File: src/rtl/keypad_scanner_pkg.sv
//==============================================================================
// Module  : keypad_pkg
// Purpose : Shared types, geometry constants and helpers for the 4x4 matrix
//           keypad scanner (scan FSM states, row drive pattern, column pick).
// Ports   : none (package)
// Rev     : 1.0  initial release
//==============================================================================
`default_nettype none

package keypad_pkg;

  localparam int ROWS  = 4;
  localparam int COLS  = 4;
  localparam int KEY_W = 4;
  localparam int ROW_W = $clog2(ROWS);
  localparam int COL_W = $clog2(COLS);

  // Row 0 driven low, every other row released.
  localparam logic [ROWS-1:0] ROW_IDLE = 4'b1110;

  typedef enum logic [1:0] {
    SCAN     = 2'd0,
    DEBOUNCE = 2'd1,
    HELD     = 2'd2
  } state_t;

  // Active-low one-hot row drive: ROW_IDLE rotated left by the row index.
  function automatic logic [ROWS-1:0] row_drive(input logic [ROW_W-1:0] row);
    logic [ROWS-1:0] drv;
    drv = ROW_IDLE;
    for (int i = 0; i < ROWS; i++) begin
      if (ROW_W'(i) < row) begin
        drv = {drv[ROWS-2:0], drv[ROWS-1]};
      end
    end
    return drv;
  endfunction

  // Index of the lowest-numbered low (pressed) column.
  function automatic logic [COL_W-1:0] first_low(input logic [COLS-1:0] cols);
    logic [COL_W-1:0] idx;
    idx = '0;
    for (int i = COLS - 1; i >= 0; i--) begin
      if (!cols[i]) begin
        idx = COL_W'(i);
      end
    end
    return idx;
  endfunction

endpackage

`default_nettype wire

File: src/rtl/keypad_scanner_if.sv
//==============================================================================
// Module  : keypad_scanner_if
// Purpose : Key-code delivery channel between the keypad scanner and its
//           consumer (valid/ready handshake plus sticky overrun flag).
// Signals : key_code  - row*4 + col of the accepted key
//           key_valid - a key code is pending
//           key_ready - consumer accepts key_code while key_valid is high
//           overrun   - sticky, a pending key was overwritten
// Modports: master (scanner side), slave (consumer side)
// Rev     : 1.0  initial release
//==============================================================================
`default_nettype none

interface keypad_scanner_if;
  import keypad_pkg::*;

  logic [KEY_W-1:0] key_code;
  logic             key_valid;
  logic             key_ready;
  logic             overrun;

  modport master (
    output key_code,
    output key_valid,
    output overrun,
    input  key_ready
  );

  modport slave (
    input  key_code,
    input  key_valid,
    input  overrun,
    output key_ready
  );

endinterface

`default_nettype wire

File: src/rtl/keypad_scanner_tick_gen.sv
//==============================================================================
// Module  : keypad_tick_gen
// Purpose : Free-running divider producing a one-cycle scan-tick enable every
//           DIV clock cycles (count 0..DIV-1, pulse on DIV-1, then wrap).
// Ports   : clk    - system clock, rising edge
//           rst_n  - asynchronous active-low reset
//           o_tick - one-cycle enable pulse
// Rev     : 1.0  initial release
//==============================================================================
`default_nettype none

module keypad_tick_gen #(
  parameter int DIV = 50000
) (
  input  logic clk,
  input  logic rst_n,
  output logic o_tick
);

  localparam int CNT_W = (DIV > 1) ? $clog2(DIV) : 1;
  localparam logic [CNT_W-1:0] c_last = CNT_W'(DIV - 1);

  logic [CNT_W-1:0] r_count;

  always_ff @(posedge clk or negedge rst_n) begin
    if (!rst_n) begin
      r_count <= '0;
    end else if (r_count == c_last) begin
      r_count <= '0;
    end else begin
      r_count <= r_count + CNT_W'(1);
    end
  end

  assign o_tick = (r_count == c_last);

endmodule

`default_nettype wire

File: src/rtl/keypad_scanner.sv
//==============================================================================
// Module  : keypad_scanner
// Purpose : 4x4 matrix keypad scanner. Drives one row low at a time, reads the
//           synchronized columns on each scan tick, debounces press and
//           release, and posts the key code over a valid/ready channel.
// Ports   : SYS_CLK - system clock, rising edge
//           RST     - asynchronous active-low reset
//           col_in  - keypad columns, active-low, externally pulled up
//           row_out - keypad row drive, active-low one-hot
//           kif     - key_code / key_valid / key_ready / overrun (master)
// Options : KEYPAD_REPEAT_EN - auto-repeat while a key is held
//           (adds REPEAT_DELAY / REPEAT_RATE parameters and repeat counter)
// Rev     : 1.0  initial release
//==============================================================================
`default_nettype none

module keypad_scanner
  import keypad_pkg::*;
#(
  parameter int SCAN_DIV     = 50000,
  parameter int DEBOUNCE_CNT = 4
`ifdef KEYPAD_REPEAT_EN
  ,
  parameter int REPEAT_DELAY = 250,
  parameter int REPEAT_RATE  = 50
`endif
) (
  input  logic              SYS_CLK,
  input  logic              RST,
  input  logic [COLS-1:0]   col_in,
  output logic [ROWS-1:0]   row_out,
  keypad_scanner_if.master  kif
);

  localparam int CNT_W = $clog2(DEBOUNCE_CNT + 1);
  // The counter is checked before its increment, so DEBOUNCE_CNT-1 is the
  // value that completes DEBOUNCE_CNT consistent ticks.
  localparam logic [CNT_W-1:0] c_db_last = CNT_W'(DEBOUNCE_CNT - 1);

`ifdef KEYPAD_REPEAT_EN
  localparam int REP_MAX = (REPEAT_DELAY > REPEAT_RATE) ? REPEAT_DELAY : REPEAT_RATE;
  localparam int REP_W   = $clog2(REP_MAX + 1);
  localparam logic [REP_W-1:0] c_rep_delay_last = REP_W'(REPEAT_DELAY - 1);
  localparam logic [REP_W-1:0] c_rep_rate_last  = REP_W'(REPEAT_RATE - 1);
`endif

  // Column synchronizer; resets to the pulled-up (no key) level.
  logic [COLS-1:0]  r_col_meta;
  logic [COLS-1:0]  r_col_sync;

  logic             w_tick;
  state_t           r_state, w_state_nxt;
  logic [ROW_W-1:0] r_row,   w_row_nxt;
  logic [COL_W-1:0] r_col,   w_col_nxt;
  logic [CNT_W-1:0] r_cnt,   w_cnt_nxt;
  logic             w_accept;

  logic [KEY_W-1:0] r_key_code;
  logic             r_key_valid;
  logic             r_overrun;

  logic             w_pressed;
  logic             w_col_low;

`ifdef KEYPAD_REPEAT_EN
  logic [REP_W-1:0] r_rep_cnt, w_rep_cnt_nxt;
  logic             r_rep_first, w_rep_first_nxt;
`endif

  keypad_tick_gen #(
    .DIV (SCAN_DIV)
  ) u_tick_gen (
    .clk    (SYS_CLK),
    .rst_n  (RST),
    .o_tick (w_tick)
  );

  always_ff @(posedge SYS_CLK or negedge RST) begin
    if (!RST) begin
      r_col_meta <= '1;
      r_col_sync <= '1;
    end else begin
      r_col_meta <= col_in;
      r_col_sync <= r_col_meta;
    end
  end

  assign w_pressed = (r_col_sync != '1);
  assign w_col_low = ~r_col_sync[r_col];

  // State register
  always_ff @(posedge SYS_CLK or negedge RST) begin
    if (!RST) begin
      r_state <= SCAN;
      r_row   <= '0;
      r_col   <= '0;
      r_cnt   <= '0;
    end else begin
      r_state <= w_state_nxt;
      r_row   <= w_row_nxt;
      r_col   <= w_col_nxt;
      r_cnt   <= w_cnt_nxt;
    end
  end

`ifdef KEYPAD_REPEAT_EN
  always_ff @(posedge SYS_CLK or negedge RST) begin
    if (!RST) begin
      r_rep_cnt   <= '0;
      r_rep_first <= 1'b0;
    end else begin
      r_rep_cnt   <= w_rep_cnt_nxt;
      r_rep_first <= w_rep_first_nxt;
    end
  end
`endif

  // Next-state logic; everything advances only on a scan tick.
  always_comb begin
    w_state_nxt = r_state;
    w_row_nxt   = r_row;
    w_col_nxt   = r_col;
    w_cnt_nxt   = r_cnt;
    w_accept    = 1'b0;
`ifdef KEYPAD_REPEAT_EN
    w_rep_cnt_nxt   = r_rep_cnt;
    w_rep_first_nxt = r_rep_first;
`endif

    if (w_tick) begin
      case (r_state)
        SCAN: begin
          if (w_pressed) begin
            // Row stays put so the captured key keeps being driven.
            w_col_nxt   = first_low(r_col_sync);
            w_cnt_nxt   = CNT_W'(1);
            w_state_nxt = DEBOUNCE;
          end else begin
            w_row_nxt = r_row + ROW_W'(1);
          end
        end

        DEBOUNCE: begin
          if (w_col_low) begin
            if (r_cnt == c_db_last) begin
              w_accept    = 1'b1;
              w_cnt_nxt   = '0;
              w_state_nxt = HELD;
            end else begin
              w_cnt_nxt = r_cnt + CNT_W'(1);
            end
          end else begin
            w_cnt_nxt   = '0;
            w_row_nxt   = r_row + ROW_W'(1);
            w_state_nxt = SCAN;
          end
        end

        HELD: begin
          if (!w_pressed) begin
            if (r_cnt == c_db_last) begin
              w_cnt_nxt   = '0;
              w_row_nxt   = '0;
              w_state_nxt = SCAN;
            end else begin
              w_cnt_nxt = r_cnt + CNT_W'(1);
            end
          end else begin
            w_cnt_nxt = '0;
`ifdef KEYPAD_REPEAT_EN
            if (w_col_low) begin
              if (!r_rep_first && (r_rep_cnt == c_rep_delay_last)) begin
                w_accept        = 1'b1;
                w_rep_cnt_nxt   = '0;
                w_rep_first_nxt = 1'b1;
              end else if (r_rep_first && (r_rep_cnt == c_rep_rate_last)) begin
                w_accept      = 1'b1;
                w_rep_cnt_nxt = '0;
              end else begin
                w_rep_cnt_nxt = r_rep_cnt + REP_W'(1);
              end
            end else begin
              w_rep_cnt_nxt   = '0;
              w_rep_first_nxt = 1'b0;
            end
`endif
          end
`ifdef KEYPAD_REPEAT_EN
          if (!w_pressed) begin
            w_rep_cnt_nxt   = '0;
            w_rep_first_nxt = 1'b0;
          end
`endif
        end

        default: begin
          w_state_nxt = SCAN;
        end
      endcase
    end

`ifdef KEYPAD_REPEAT_EN
    if (w_state_nxt != HELD) begin
      w_rep_cnt_nxt   = '0;
      w_rep_first_nxt = 1'b0;
    end
`endif
  end

  // Key delivery. A coincident accept wins over the handshake clear, and a
  // consumer taking the old code in that cycle means nothing was lost.
  always_ff @(posedge SYS_CLK or negedge RST) begin
    if (!RST) begin
      r_key_code  <= '0;
      r_key_valid <= 1'b0;
      r_overrun   <= 1'b0;
    end else if (w_accept) begin
      r_key_code  <= {r_row, r_col};
      r_key_valid <= 1'b1;
      if (r_key_valid && !kif.key_ready) begin
        r_overrun <= 1'b1;
      end
    end else if (r_key_valid && kif.key_ready) begin
      r_key_valid <= 1'b0;
    end
  end

  assign row_out       = row_drive(r_row);
  assign kif.key_code  = r_key_code;
  assign kif.key_valid = r_key_valid;
  assign kif.overrun   = r_overrun;

endmodule

`default_nettype wire
File: src/flat_wrapper.sv
// flat-port wrapper written by rule: the top's interface ports become plain ports
module keypad_scanner_flat import keypad_pkg::*;
#(
  parameter int SCAN_DIV     = 50000,
  parameter int DEBOUNCE_CNT = 4

)
  (SYS_CLK, RST, col_in, row_out, kif_key_code, kif_key_valid, kif_overrun, kif_key_ready);
  keypad_scanner_if kif_i ();
  input  logic SYS_CLK;
  input  logic RST;
  input  logic [COLS-1:0] col_in;
  output logic [ROWS-1:0] row_out;
  output wire logic [$bits(kif_i.key_code)-1:0] kif_key_code;
  output wire logic [$bits(kif_i.key_valid)-1:0] kif_key_valid;
  output wire logic [$bits(kif_i.overrun)-1:0] kif_overrun;
  input wire logic [$bits(kif_i.key_ready)-1:0] kif_key_ready;
  assign kif_key_code = kif_i.key_code;
  assign kif_key_valid = kif_i.key_valid;
  assign kif_overrun = kif_i.overrun;
  assign kif_i.key_ready = kif_key_ready;
  keypad_scanner #(.SCAN_DIV(SCAN_DIV), .DEBOUNCE_CNT(DEBOUNCE_CNT)) u_core (.SYS_CLK(SYS_CLK), .RST(RST), .col_in(col_in), .row_out(row_out), .kif(kif_i));
endmodule
File: config.mk
export PLATFORM = sky130hd
export DESIGN_NAME = keypad_scanner_flat
export DESIGN_NICKNAME = d
export VERILOG_FILES = /design/src/rtl/keypad_scanner_pkg.sv /design/src/rtl/keypad_scanner_if.sv /design/src/rtl/keypad_scanner_tick_gen.sv /design/src/rtl/keypad_scanner.sv /design/src/flat_wrapper.sv
export SDC_FILE = /design/constraint.sdc
export NUM_CORES = 1
export LEC_CHECK = 0
export ABC_AREA = 1
export BUFFER_PORTS_ARGS = -buffer_cell sky130_fd_sc_hd__buf_4
export CORE_UTILIZATION = 40
export CTS_CLUSTER_DIAMETER = 120
export DETAILED_ROUTE_END_ITERATION = 10
export GPL_TIMING_DRIVEN = 0
export SYNTH_ARGS = -nofsm -noshare
export SYNTH_HDL_FRONTEND = slang
export SYNTH_HIERARCHICAL = 1
export SYNTH_SLANG_ARGS = --single-unit
File: constraint.sdc
create_clock -name SYS_CLK -period 4.2 [get_ports SYS_CLK]
set_input_delay 0.84 -clock SYS_CLK [delete_from_list [all_inputs] [get_ports SYS_CLK]]
set_output_delay 0.84 -clock SYS_CLK [all_outputs]
set_load 0.05 [all_outputs]
==> out/results.txt <==
clk_lat worst skew - 0.29 ns
CTS max path bufs - 2
first-pass GRT wire length - 5.630 mm
post-synthesis mux area share - 0%
nets@finish - 297
fmax - 480.5 MHz
Worst Path Max Fanout - 6
initial antenna violation count - 0
vias - 1594
DR WL/cell - 9.610 um
WP data required - 3.36 ns
Area Overhead vs Synth - 13.83%
TNS Setup - 0 ns
root buffer cell - clkbuf_8
GPL Wtd Cong - 0.8551
largest family of logic cells by synthesized area - simple AND/OR/NAND/NOR gates
Die Width - 74.60 um
WS Path Type - flop to output pin
Psw - 142.1 uW
P_int - 503.5 uW
CTS sink cnt - 39
Synth Area in Adders - 5.935%
EDFF count, synth - 0
post-detail-place hpwl - 2.552 mm
Rows - 26
worst hold path type - flop to flop
post-synthesis cell count - 257
Starting Density - 41.28%
Max Slew Vio Count - 0
Sw Share - 22.01%
outcome - finished clean
register area - 985.9 sq um
largest net degree at the start of global routing - 40
most frequent cells in the layout - nand2_1 (68), inv_1 (38), dfrtp_1 (31)
MaxCap Viol Count - 0
most common cell after layout, fill and taps aside - nand2_1
xor and xnor area share after synthesis - 2.077%
CP Capture Type - output pin
flops & latches, synth - 39
P per Cell Area - 269.0 nW/um^2
DIE HEIGHT - 74.60 um
Slew HR - 68.45%
Setup Skew - 0.008604 ns
number of iterations in the first detailed-routing pass - 5
H-tree Lvls - 2
CTS tree - done
Avg Cell Area, Syn - 8.203 sq um
die area - 5565 sq um
routed wire length - 3.373 mm
fraction of layout cells with a size suffix above 1 - 20.28%
placeable core region - 5107 sq um
# hold bufs at CTS - 0
Worst setup SP type - flop
setup bufs post-CTS - 0
total power draw - 645.5 uW
Num CTS Buffers - 5
Min Clock Period, post-route - 2.081 ns
io pins - 17
hold_ws - 0.3564 ns
Routed Antenna Nets - 0
Top FF cell, synth - dfrtp_1
GRT overflow - 0
syn_nets - 274
final count of hold timing violations - 0
Final setup viols - 0
Total Routing Usage GR - 13.80%
Synth Area in Compound Gates - 4.570%
simple-gate area share of the yosys netlist - 32.46%
Clk pwr share - 36.9%
routed vias/inst - 4.541
clock-pin slew on the worst setup and hold paths - 0.07 ns
share of the clock period used by the worst path - 49.55%
Residual DRC - 0
synth warn - 6
IO Port Bufs - 16
area of the multi-input gates - 949.7 sq um
RSZ-0062 raised after global routing - no
Leak - 1.241 nW
crit path DAT - 1.24 ns
Ant. Diodes - 0
post_cts resized - 0
Fillers - 504
Peak VDD IR - 0.1599 mV
post-synthesis sequential area ratio - 46.77%
ys async rst share - 100.0%
post-layout util - 46.99%
number of DRC markers in iteration 0 - 99
Tightest Pin Transition - 0.4733 ns
combinational power share - 3.3%
Yosys cell types - 30
Cell Area, Synth - 2108 sq um
Seq pwr share - 59.7%
vias in the first global route - 1306
## path summary, 6_finish.rpt
path | cells past startpoint | endpoint | startpoint | slack [ns]
min in group asynchronous | 1 | u_core/u_tick_gen/r_count[6] | RST | 0.51
max reg2reg | 12 | u_core/r_row[0] | u_core/u_tick_gen/r_count[0] | 2.17
min reg2reg | 0 | u_core/r_col_sync[2] | u_core/r_col_meta[2] | 0.36
min | 0 | u_core/r_col_sync[2] | u_core/r_col_meta[2] | 0.36
max in group asynchronous | 1 | u_core/r_col_sync[0] | RST | 3.34
max | 4 | row_out[2] | u_core/r_row[0] | 2.12
## flip-flops by register name, indices dropped and copies added, names as in the netlist
| name | count |
|---|---|
| u_core/r_state | 2 |
| u_core/kif.overrun | 1 |
| u_core/r_row | 2 |
| u_core/r_col_meta | 4 |
| u_core/kif.key_valid | 1 |
| u_core/r_col_sync | 4 |
| u_core/r_cnt | 3 |
| u_core/r_col | 2 |
| u_core/u_tick_gen/r_count | 16 |
| u_core/kif.key_code | 4 |
## through the flow
stage               cell area (sq um)  instances  setup slack, ns
global route                     2400        351            1.940
finish                           2400        351            2.119
floorplan                        2108        257            2.380
CTS                              2400        351            2.092
global placement                 2316        343            2.156
detailed placement               2316        343            2.139
## cells by family after synthesis
group / Yosys count
fa+ha+maj: 10
xor+xnor: 5
simple gates: 143
flops: 39
buf+inv: 45
compound gates: 15
## power groups by stage
stage	Combinational (mW)	Clock (mW)	Sequential, mW
after global routing	0.0253	0.267	0.386
after detailed placement	0.0225	0	0.393
final	0.0216	0.238	0.386
after CTS	0.0225	0.253	0.386
after floorplan	0.00723	0	0.394
after global placement	0.0225	0	0.392
## layout make-up
| type | count | share of cell area [%] |
|---|---|---|
| sequential | 39 | 41.08 |
| clock inverter | 3 | 0.6257 |
| inverter | 44 | 6.882 |
| multi-input combinational | 173 | 39.57 |
| timing repair buffer | 16 | 5.005 |
| buffer | 1 | 0.3128 |
| tap | 70 | 3.650 |
| clock buffer | 5 | 2.868 |
## synth_stat cells (all sizes together), types with 2 or more instances
cell / number / share of area [%]
nand4: 7 / 2.1
dfrtp: 31 / 37
or2: 2 / 0.59
nor2: 32 / 7.2
nor3: 3 / 1.2
o21ai: 8 / 1.9
xor2: 5 / 2.1
ha: 10 / 5.9
inv: 44 / 7.8
dfstp: 8 / 10
nand2: 76 / 15
nand3: 22 / 6.1
a21oi: 3 / 0.89
## per-layer routing
| metal | track usage, % | up-vias | routed length [um] |
|---|---|---|---|
| met1 | 18.12 | 707 | 1751 |
| met4 | 6.918 | 0 | 65 |
| li1 | - | 850 | - |
| met3 | 4.065 | 7 | 156 |
| met2 | 20.72 | 30 | 1399 |
| met5 | 0 | - | 0 |
## critical path, cell delays in order (launching register included)
cell	delay, ns
dfrtp_1	0.44
inv_1	0.09
ha_1	0.20
inv_1	0.05
buf_4	0.18
(Power assumes the default switching activity.)
